## src/rtl/seq_pkg.sv

```systemverilog
// Shared definitions for the instruction sequencer: phase encoding, opcode
// constants, execute-length and state-code base helpers.
package seq_pkg;

  typedef enum logic [2:0] {
    PhIdle,
    PhFetch,
    PhExec,
    PhHalt,
    PhErr
  } phase_e;

  localparam int unsigned OP_HALT = 0;
  localparam int unsigned OP_LDR1 = 1;
  localparam int unsigned OP_LDR2 = 2;
  localparam int unsigned OP_STAC = 3;
  localparam int unsigned OP_ADD  = 4;
  localparam int unsigned OP_MUL  = 5;

  // Truncated to the state width by the encoder.
  localparam logic [31:0] ST_ERR_ALL1 = '1;

  // Execute-phase length in cycles; 0 for opcodes that never execute.
  function automatic int unsigned exec_len(input int unsigned op);
    int unsigned len;
    len = 0;
    case (op)
      OP_LDR1, OP_LDR2, OP_STAC: len = 4;
      OP_ADD, OP_MUL:            len = 2;
      default:                   len = 0;
    endcase
    return len;
  endfunction

  // First flat state code of an opcode's execute phase. Execute codes are
  // packed back to back after the fetch codes, in opcode order.
  function automatic int unsigned exec_base(input int unsigned op,
                                            input int unsigned fetch_cyc);
    int unsigned base;
    base = fetch_cyc + 1;
    for (int unsigned k = OP_LDR1; k <= OP_MUL; k++) begin
      if (k < op) base = base + exec_len(k);
    end
    return base;
  endfunction

endpackage

```

## src/rtl/seq_state_enc.sv

```systemverilog
// Flat state-code encoder: maps (phase, step, op) to the code consumed by the
// per-core control units. Purely combinational; also usable for reverse lookup.
// Ports:
//   phase  in  sequencer phase
//   step   in  step within the phase
//   op     in  latched opcode (meaningful in execute only)
//   state  out flat state code
module seq_state_enc import seq_pkg::*; #(
  parameter int unsigned FETCH_CYC = 6,
  parameter int unsigned OPC_W     = 6,
  parameter int unsigned STATE_W   = 6
) (
  input  phase_e             phase,
  input  logic [2:0]         step,
  input  logic [OPC_W-1:0]   op,
  output logic [STATE_W-1:0] state
);

  always_comb begin
    state = '0;
    case (phase)
      PhIdle:  state = '0;
      PhFetch: state = STATE_W'(32'd1 + 32'(step));
      PhExec:  state = STATE_W'(exec_base(32'(op), FETCH_CYC) + 32'(step));
      PhHalt:  state = STATE_W'(FETCH_CYC + 17);
      PhErr:   state = STATE_W'(ST_ERR_ALL1);
      default: state = '0;
    endcase
  end

endmodule

```

## src/rtl/seq_ctrl_fsm.sv

```systemverilog
// Parametrised fetch/execute instruction sequencer with memory-wait stall,
// illegal-opcode handling and retired-instruction reporting.
// Build option: define SEQ_ILLEGAL_TRAP_EN to trap opcodes >5 into ERR;
// otherwise they retire as NOPs.
// Ports:
//   clock        in  rising-edge clock
//   reset_n      in  asynchronous active-low reset
//   start        in  run enable; low returns to idle on the next edge
//   wait_req     in  memory not ready; stalls fetch/execute
//   IR           in  instruction register, opcode in the top OPC_W bits
//   state        out flat state code
//   busy         out fetching or executing
//   retire       out one-cycle pulse per completed instruction
//   done         out halted
//   err          out trapped on an illegal opcode
//   retired_cnt  out completed-instruction count (wraps)
module seq_ctrl_fsm import seq_pkg::*; #(
  parameter int unsigned IR_W      = 16,
  parameter int unsigned OPC_W     = 6,
  parameter int unsigned FETCH_CYC = 6,
  parameter int unsigned STATE_W   = 6,
  parameter int unsigned CNT_W     = 16
) (
  input  logic               clock,
  input  logic               reset_n,
  input  logic               start,
  input  logic               wait_req,
  input  logic [IR_W-1:0]    IR,
  output logic [STATE_W-1:0] state,
  output logic               busy,
  output logic               retire,
  output logic               done,
  output logic               err,
  output logic [CNT_W-1:0]   retired_cnt
);

  if (OPC_W < 3) begin : gen_opc_w_check
    $error("seq_ctrl_fsm: OPC_W must be at least 3");
  end
  if ((FETCH_CYC + 17) >= (32'd1 << STATE_W)) begin : gen_state_w_check
    $error("seq_ctrl_fsm: STATE_W too narrow for the halt code");
  end
  if ((FETCH_CYC < 2) || (FETCH_CYC > 8)) begin : gen_fetch_cyc_check
    $error("seq_ctrl_fsm: FETCH_CYC must be in 2..8");
  end

  localparam logic [2:0] LastFetch = 3'(FETCH_CYC - 1);

  phase_e             phase_q, phase_d;
  logic [2:0]         step_q, step_d;
  logic [OPC_W-1:0]   op_q, op_d;
  logic [CNT_W-1:0]   cnt_q, cnt_d;
  logic               retire_q, retire_d;

  logic [OPC_W-1:0]   opcode;
  int unsigned        op_val;
  logic               exec_last;

  // Only the opcode field of IR steers the sequencer.
  logic unused_ir_bits;
  assign unused_ir_bits = ^IR[IR_W-OPC_W-1:0];

  assign opcode = IR[IR_W-1 -: OPC_W];

  always_comb begin
    op_val    = 32'(opcode);
    exec_last = ((32'(step_q) + 32'd1) == exec_len(32'(op_q)));

    phase_d  = phase_q;
    step_d   = step_q;
    op_d     = op_q;
    cnt_d    = cnt_q;
    retire_d = 1'b0;

    if (!start) begin
      // Dropping start wins over everything, including a pending decode.
      phase_d = PhIdle;
      step_d  = '0;
    end else begin
      case (phase_q)
        PhIdle: begin
          phase_d = PhFetch;
          step_d  = '0;
        end
        PhFetch: begin
          if (!wait_req) begin
            if (step_q == LastFetch) begin
              step_d = '0;
              if (op_val == OP_HALT) begin
                phase_d = PhHalt;
              end else if (op_val <= OP_MUL) begin
                phase_d = PhExec;
                op_d    = opcode;
              end else begin
`ifdef SEQ_ILLEGAL_TRAP_EN
                phase_d = PhErr;
`else
                phase_d  = PhFetch;
                retire_d = 1'b1;
                cnt_d    = cnt_q + CNT_W'(1);
`endif
              end
            end else begin
              step_d = step_q + 3'd1;
            end
          end
        end
        PhExec: begin
          if (!wait_req) begin
            if (exec_last) begin
              phase_d  = PhFetch;
              step_d   = '0;
              retire_d = 1'b1;
              cnt_d    = cnt_q + CNT_W'(1);
            end else begin
              step_d = step_q + 3'd1;
            end
          end
        end
        PhHalt, PhErr: begin
          phase_d = phase_q;
        end
        default: begin
          phase_d = PhIdle;
          step_d  = '0;
        end
      endcase
    end
  end

  always_ff @(posedge clock or negedge reset_n) begin
    if (!reset_n) begin
      phase_q  <= PhIdle;
      step_q   <= '0;
      op_q     <= '0;
      cnt_q    <= '0;
      retire_q <= 1'b0;
    end else begin
      phase_q  <= phase_d;
      step_q   <= step_d;
      op_q     <= op_d;
      cnt_q    <= cnt_d;
      retire_q <= retire_d;
    end
  end

  seq_state_enc #(
    .FETCH_CYC (FETCH_CYC),
    .OPC_W     (OPC_W),
    .STATE_W   (STATE_W)
  ) u_state_enc (
    .phase (phase_q),
    .step  (step_q),
    .op    (op_q),
    .state (state)
  );

  assign busy        = (phase_q == PhFetch) || (phase_q == PhExec);
  assign done        = (phase_q == PhHalt);
  assign err         = (phase_q == PhErr);
  assign retire      = retire_q;
  assign retired_cnt = cnt_q;

endmodule

```

## config.mk

```make
export PLATFORM = sky130hd
export DESIGN_NAME = seq_ctrl_fsm
export DESIGN_NICKNAME = d
export VERILOG_FILES = /design/src/rtl/seq_pkg.sv /design/src/rtl/seq_state_enc.sv /design/src/rtl/seq_ctrl_fsm.sv
export SDC_FILE = /design/constraint.sdc
export NUM_CORES = 1
export LEC_CHECK = 0
export ABC_CLOCK_PERIOD_IN_PS = 3300
export CAP_MARGIN = 10
export CORE_UTILIZATION = 44
export CTS_CLUSTER_SIZE = 28
export DETAILED_ROUTE_END_ITERATION = 12
export PLACE_DENSITY = 0.76
export SLEW_MARGIN = 5
export SYNTH_ARGS = -nofsm -noshare
export SYNTH_HDL_FRONTEND = slang
export SYNTH_SLANG_ARGS = --single-unit
export TNS_END_PERCENT = 50
```

## constraint.sdc

```tcl
create_clock -name clock -period 3.3 [get_ports clock]
set_input_delay 0.66 -clock clock [delete_from_list [all_inputs] [get_ports clock]]
set_output_delay 0.66 -clock clock [all_outputs]
set_load 0.1 [all_outputs]
```

==> results of run 1 <==
[layout make-up]
type	instances	area [µm²]	share of cell area
Clock buffer	4	55.1	0.0230
Inverter	10	37.5	0.0157
Multi-Input combinational cell	155	1130	0.472
Sequential cell	28	701	0.292
Tap cell	50	62.6	0.0261
Timing Repair Buffer	45	410	0.171
[power groups by stage]
| stage | clock (W) | sequential, W | combinational, W |
|---|---|---|---|
| 3_3_place_gp | 0 | 0.000419 | 0.000434 |
| 3_5_place_dp | 0 | 0.000419 | 0.000437 |
| 4_1_cts | 0.000219 | 0.000414 | 0.000438 |
| 2_1_floorplan | 0 | 0.000609 | 0.000147 |
| 5_1_grt | 0.000230 | 0.000419 | 0.000462 |
| 6_report | 0.000213 | 0.000413 | 0.000436 |
[synthesized netlist by cell type (all sizes together) (2+ instances only)]
library cell  number
nor2              18
nor4               2
nand2             15
xor2              17
nor3b              3
or2                3
o21ai              7
dfrtp             28
a21oi              9
mux2               4
a21o               2
a2111oi            2
and3               3
nand3              9
o21a               2
nor3              12
or3                4
buf                4
nand4              5
clkbuf             3
o211ai             2
inv               10
a211oi             2
ha                12
nor2b              8
a221oi             2
[worst max-delay path: stages, from the launching register on]
cell and delay, ns:
dfrtp_1 0.39, or3_4 0.40, or3_4 0.35, ha_4 0.23
xor2_1 0.15, ha_1 0.28, mux2i_1 0.14, ha_1 0.28
nor2b_1 0.15, o211ai_1 0.15, nand2_1 0.09, a21oi_2 0.18
nor2_4 0.05, buf_12 0.17
[what timing repair did]
action / CTS / global route
pin swaps: 5 / 0
gates resized for setup: 4 / 0
setup endpoints to repair: 3 / 3
[path summary, 6_finish.rpt]
kind / slack [ns] / endpoint / depth (start not counted) / from
worst min-delay path: 0.47 / retired_cnt[15]$_DFFE_PN0P_ / 1 / retired_cnt[15]$_DFFE_PN0P_
worst max-delay path: -0.65 / state[4] / 13 / op_q[4]$_DFFE_PN0P_
min in group asynchronous: 0.75 / retired_cnt[6]$_DFFE_PN0P_ / 2 / reset_n
worst min register to register: 0.47 / retired_cnt[15]$_DFFE_PN0P_ / 1 / retired_cnt[15]$_DFFE_PN0P_
max in group asynchronous: 2.29 / retired_cnt[7]$_DFFE_PN0P_ / 2 / reset_n
worst max register to register: 0.76 / retired_cnt[1]$_DFFE_PN0P_ / 7 / step_q[1]$_DFFE_PN0P_
[per-layer routing]
metal,track usage,share of wire,wire length (µm)
met1,0.264,0.47,1810
met4,0.0824,0.012,47
met3,0.0291,0.030,115
met2,0.302,0.49,1870
met5,0,0,0
[per-stage QoR]
stage	total power [W]	setup slack, ns
floorplan	0.000756	-0.574
global placement	0.000853	-0.450
detailed placement	0.000856	-0.501
CTS	0.00107	-0.677
global route	0.00111	-0.833
finish	0.00106	-0.646
[sequential cells by signal, indices dropped and copies added, names as in the netlist]
| name | count |
|---|---|
| retired_cnt | 16 |
| op_q | 6 |
| retire | 1 |
| phase_q | 2 |
| step_q | 3 |
[cell families (layout without fill, tap and decap cells)]
logic type | after synthesis | count (layout) | share of synthesized area
compound gates | 32 | 32 | 0.117
xor+xnor | 18 | 18 | 0.0854
fa+ha+maj | 13 | 13 | 0.0922
buf+inv | 17 | 59 | 0.0434
flops | 28 | 28 | 0.380
mux | 5 | 5 | 0.0298
other cells | 1 | 2 | 0.00203
simple gates | 85 | 85 | 0.251
==> impl_results.md, run 1 <==
- Status: complete, but fails checks
- Violated checks: setup timing
- Clock root buffer: clkbuf_8
- Worst slew pin tran: 0.719 ns
- Setup crit end kind: output pin
- Cell taking the most area after synthesis: dfrtp_1
- TritonCTS sink count: 28
- Max cap viols: 0
- Period minus WS final: around 4 ns
- Final worst slack: -0.646 ns
- Clock transition at the registers of the reported paths: 0.10 ns
- Post-layout net count: around 280
- Final Hold Fails: 0
- Initial Util: 0.461
- Top cells by area, synth: dfrtp_1, ha_1, xor2_1, nor2_1, nor3_1
- I/O pins: 46
- Synth-to-layout area growth: 29.8%
- Layout Utilization: 0.599
- IR drop worst, VDD: 0.000552 V
- Synth cell types: 42
- Max Freq: between 0.2 and 0.3 GHz
- CTS Buf Count: 3
- Commonest cells after routing, fill and taps aside: buf_4, dfrtp_1, xor2_1, nor2_1, nand2_1
- Power Dens Cells: roughly 440 nW/µm²
- RSZ-0062 raised after global routing: yes
- CP max FO: 3
- Critical Path Start Type: flip-flop
- Initial antenna violation count: 0
- Global-route wire length before repair: about 6.5 mm
- Switch Pwr: ~0.00048 W
- Fraction of layout cells with a size suffix above 1: 0.264
- Fin crit share: 1.20
- Synthesized area: approximately 1800 µm²
- YS warnings: 0
- Placement row count: 23
- Die width: around 67 µm
- Routed wire length: 3.84 mm
- Antenna cell count: 0
- Dpl hpwl: slightly below 3 mm
- 1st-iter DRT viols: 48
- Yosys reg bits: 28
- Synth top area share: 0.380
- Avg WL per Cell: between 10 and 15 µm
- Largest net degree at the start of global routing: 29
- Syn Area/Cell: ~9 µm²
- Worst rel slew slack: 0.520
- DP Area: around 2300 µm²
- GRT Residual Overflow: 0
- Die height: around 67 µm
- Via count: between 1500 and 2000
- Fillers: approximately 360
- CTS HTree Levels: 1
- Clk_lat worst skew: 0.28 ns
- DRC viols: 0
- Die ar.: roughly 4500 µm²
- Post-CTS Setup Inserts: 0
- Mapped Cells: between 150 and 200
- Worst Hold Class: reg -> reg
- Setup violators final: 3
- Vias in the first global route: around 1400
- Port Buffers: 33
- All-Layer GR Usage: 0.193
- Top FF cell, synth: dfrtp_1
- Fin cells: 292
- Clock share of power: 0.200
- Share of the yosys chip area belonging to registers: 0.380
- Drt first pass iters: 4
- CTS Hold Bufs: 0
- Final GP Congestion: slightly below 0.9
- Fin Clk Skew: slightly above 0.007 ns
- Switching part of the total: 0.452
- Final hold slack: approximately 0.47 ns
- Drt via density: approximately 5.3
- Sum of negative setup slack: -1.90 ns
- CTS tree: yes
- Most common cell after layout, fill and taps aside: buf_4
- Critical path class: reg -> out
- Final Max Slew Viols: 0
- Worst endpoint required time: around 2.6 ns
- Combinational power share: 0.411
- Max clock buf depth: 2
- Post-route design area: 2400 µm²
- Data arrival time of the critical path: between 3 and 4 ns
- Inst Count DP: 288
- Lkg Pwr: between 1 and 1.5 nW
- Core box area: 4000 µm²
- ANT nets after route: 0
- Internal power: around 0.00058 W
- Post-synth ARST share: 1.00
- Reg power frac: 0.389
- Post-synth EDFFs: 0
Note: power is estimated with default switching activity, not from simulation.
==> run 2: changes to the inputs <==
- REMOVE_ABC_BUFFERS: not set -> 1
==> run 2 against run 1 <==
  * The run still ends with setup timing left
  * Maximum frequency shrank 1.7%
  * Utilization is 1.0 points higher
  * Flip-flop and latch count unchanged
  * Clock power increased by 27%
  * Setup slack got worse by 0.066 ns
==> impl_results.md, run 2 (synthesis results as in run 1) <==
- Crit path max-delay family: simple AND/OR/NAND/NOR gates
- Die ar.: approximately 4500 µm²
- Max cap viols: 0
- Placement row count: 23
- Via count: 1578
- Critical Path Start Type: flip-flop
- Crit-path cells: or3_4 -> or3_4 -> ha_4 -> xor2_2 -> ha_1 -> mux2i_1 -> ha_1 -> nor2b_4 -> o211ai_1 -> nand2_1 -> a21oi_2 -> nor2_2 -> buf_12
- Post-layout net count: 277
- CTS HTree Levels: 1
- Clock transition at the registers of the reported paths: around 0.10 ns
- Drt first pass iters: 4
- Clk_lat worst skew: 0.28 ns
- Die width: 66.8 µm
- Largest net degree at the start of global routing: 29
- Critical path's slowest cell: dfrtp_1
- CP max FO: 3
- ANT nets after route: 0
- Critical path class: reg -> out
- Worst rel slew slack: 0.636
- Routed wire length: roughly 3.9 mm
- Core box area: about 4000 µm²
- Combinational power share: 0.390
- Port Buffers: 33
- Fraction of layout cells with a size suffix above 1: 0.280
- Setup crit end kind: output pin
- Setup violators final: 3
- 1st-iter DRT viols: 67
- IR drop worst, VDD: slightly below 0.0006 V
- Most common cell after layout, fill and taps aside: buf_4
- DRC viols: 0
- Worst slew pin tran: approximately 0.54 ns
- Final Hold Fails: 0
- Inst Count DP: 286
- Max clock buf depth: 2
- Final worst slack: -0.713 ns
- Status: complete, but fails checks
- Clock root buffer: clkbuf_8
- Internal power: 0.000639 W
- Vias in the first global route: roughly 1500
- Final Max Slew Viols: 0
- Synth-to-layout area growth: 32.1%
- Die height: 66.8 µm
- Initial Util: 0.461
- Lkg Pwr: about 1.2 nW
- CTS Buf Count: 3
- Global-route wire length before repair: ~6.8 mm
- Power Dens Cells: 461 nW/µm²
- Worst endpoint required time: around 2.6 ns
- TritonCTS sink count: 28
- Final GP Congestion: around 0.82
- I/O pins: 46
- Antenna cell count: 0
- Max Freq: ~0.25 GHz
- Worst path max stage delay: roughly 0.39 ns
- All-Layer GR Usage: 0.198
- Commonest cells after routing, fill and taps aside: buf_4, dfrtp_1, nor2_1, xor2_1, nand2_1
- Reg power frac: 0.369
- Data arrival time of the critical path: between 3 and 4 ns
- Fin crit share: 1.22
- Drt via density: 5.39
- RSZ-0062 raised after global routing: yes
- CTS tree: yes
- Final hold slack: around 0.47 ns
- Period minus WS final: about 4.0 ns
- Fin Clk Skew: 0.00383 ns
- Worst Path Buf+Inv: 1
- GRT Residual Overflow: 0
- Initial antenna violation count: 0
- Clock share of power: 0.241
- Worst Hold Class: reg -> reg
- Number of flip-flops in the largest register: 16
- Fin cells: between 200 and 300
- Dpl hpwl: about 2.8 mm
- Violated checks: setup timing
- Avg WL per Cell: between 10 and 15 µm
- Switching part of the total: 0.432
- Switch Pwr: 0.000485 W
==> run 2: changes by cell type in the layout (fill, tap and decap cells not counted), sizes merged <==
cell / delta
clkbuf: -1
bufinv: +1
buf: +1
==> run 2: per-stage QoR <==
step                       util  total power [W]  setup WS (ns)  cell area, µm²  TNS (ns)
after floorplan               -         0.000749          -1.49            1810     -3.99
after global placement    0.566         0.000848         -0.465            2260     -1.16
after detailed placement  0.566         0.000854         -0.530            2260     -1.31
after CTS                 0.600          0.00113         -0.748            2400     -2.20
after global routing      0.609          0.00117         -0.879            2440     -2.55
final                     0.609          0.00112         -0.713            2440     -2.06
==> run 2: what timing repair did <==
item | 4_1_cts | 5_1_grt
pin swaps | 12 | 12
hold buffers | 0 | 0
endpoints found under the setup margin | 3 | 3
gates resized for setup | 9 | 8
buffers inserted | 2 | 1
==> run 2: per-layer routing <==
layer | wire (µm) | GRT usage | share of wire | vias to the layer above
met5 | 0 | 0 | 0 | -
met2 | 1830 | 0.327 | 0.47 | 32
met3 | 131 | 0.0257 | 0.033 | 6
met4 | 76 | 0.0745 | 0.019 | 0
met1 | 1880 | 0.261 | 0.48 | 761
li1 | - | - | - | 779
==> run 2: cell type report <==
cell class	instances	area, µm²
inverters	10	37.5
repair buffers	46	422
clock buffers	3	41.3
fillers	346	1560
clock inverters	1	30.0
flip-flops and latches	28	701
well taps	50	62.6
multi-input cells	155	1140
==> run 2: path summary, 6_finish.rpt <==
path	start	end	slack, ns	depth (start not counted)
max	op_q[3]$_DFFE_PN0P_	state[4]	-0.71	13
min	retired_cnt[15]$_DFFE_PN0P_	retired_cnt[15]$_DFFE_PN0P_	0.47	1
max reg2reg	step_q[1]$_DFFE_PN0P_	phase_q[1]$_DFFE_PN0P_	0.71	7
min reg2reg	retired_cnt[15]$_DFFE_PN0P_	retired_cnt[15]$_DFFE_PN0P_	0.47	1
max in group asynchronous	reset_n	op_q[4]$_DFFE_PN0P_	2.28	2
min in group asynchronous	reset_n	retired_cnt[1]$_DFFE_PN0P_	0.74	2
==> run 2: power by group through the flow <==
stage                     Sequential, W  Combinational, W  Clock (W)
after floorplan                0.000609          0.000140          0
after global placement         0.000419          0.000429          0
after detailed placement       0.000420          0.000434          0
after CTS                      0.000414          0.000438   0.000278
after global routing           0.000421          0.000463   0.000286
final                          0.000414          0.000438   0.000271
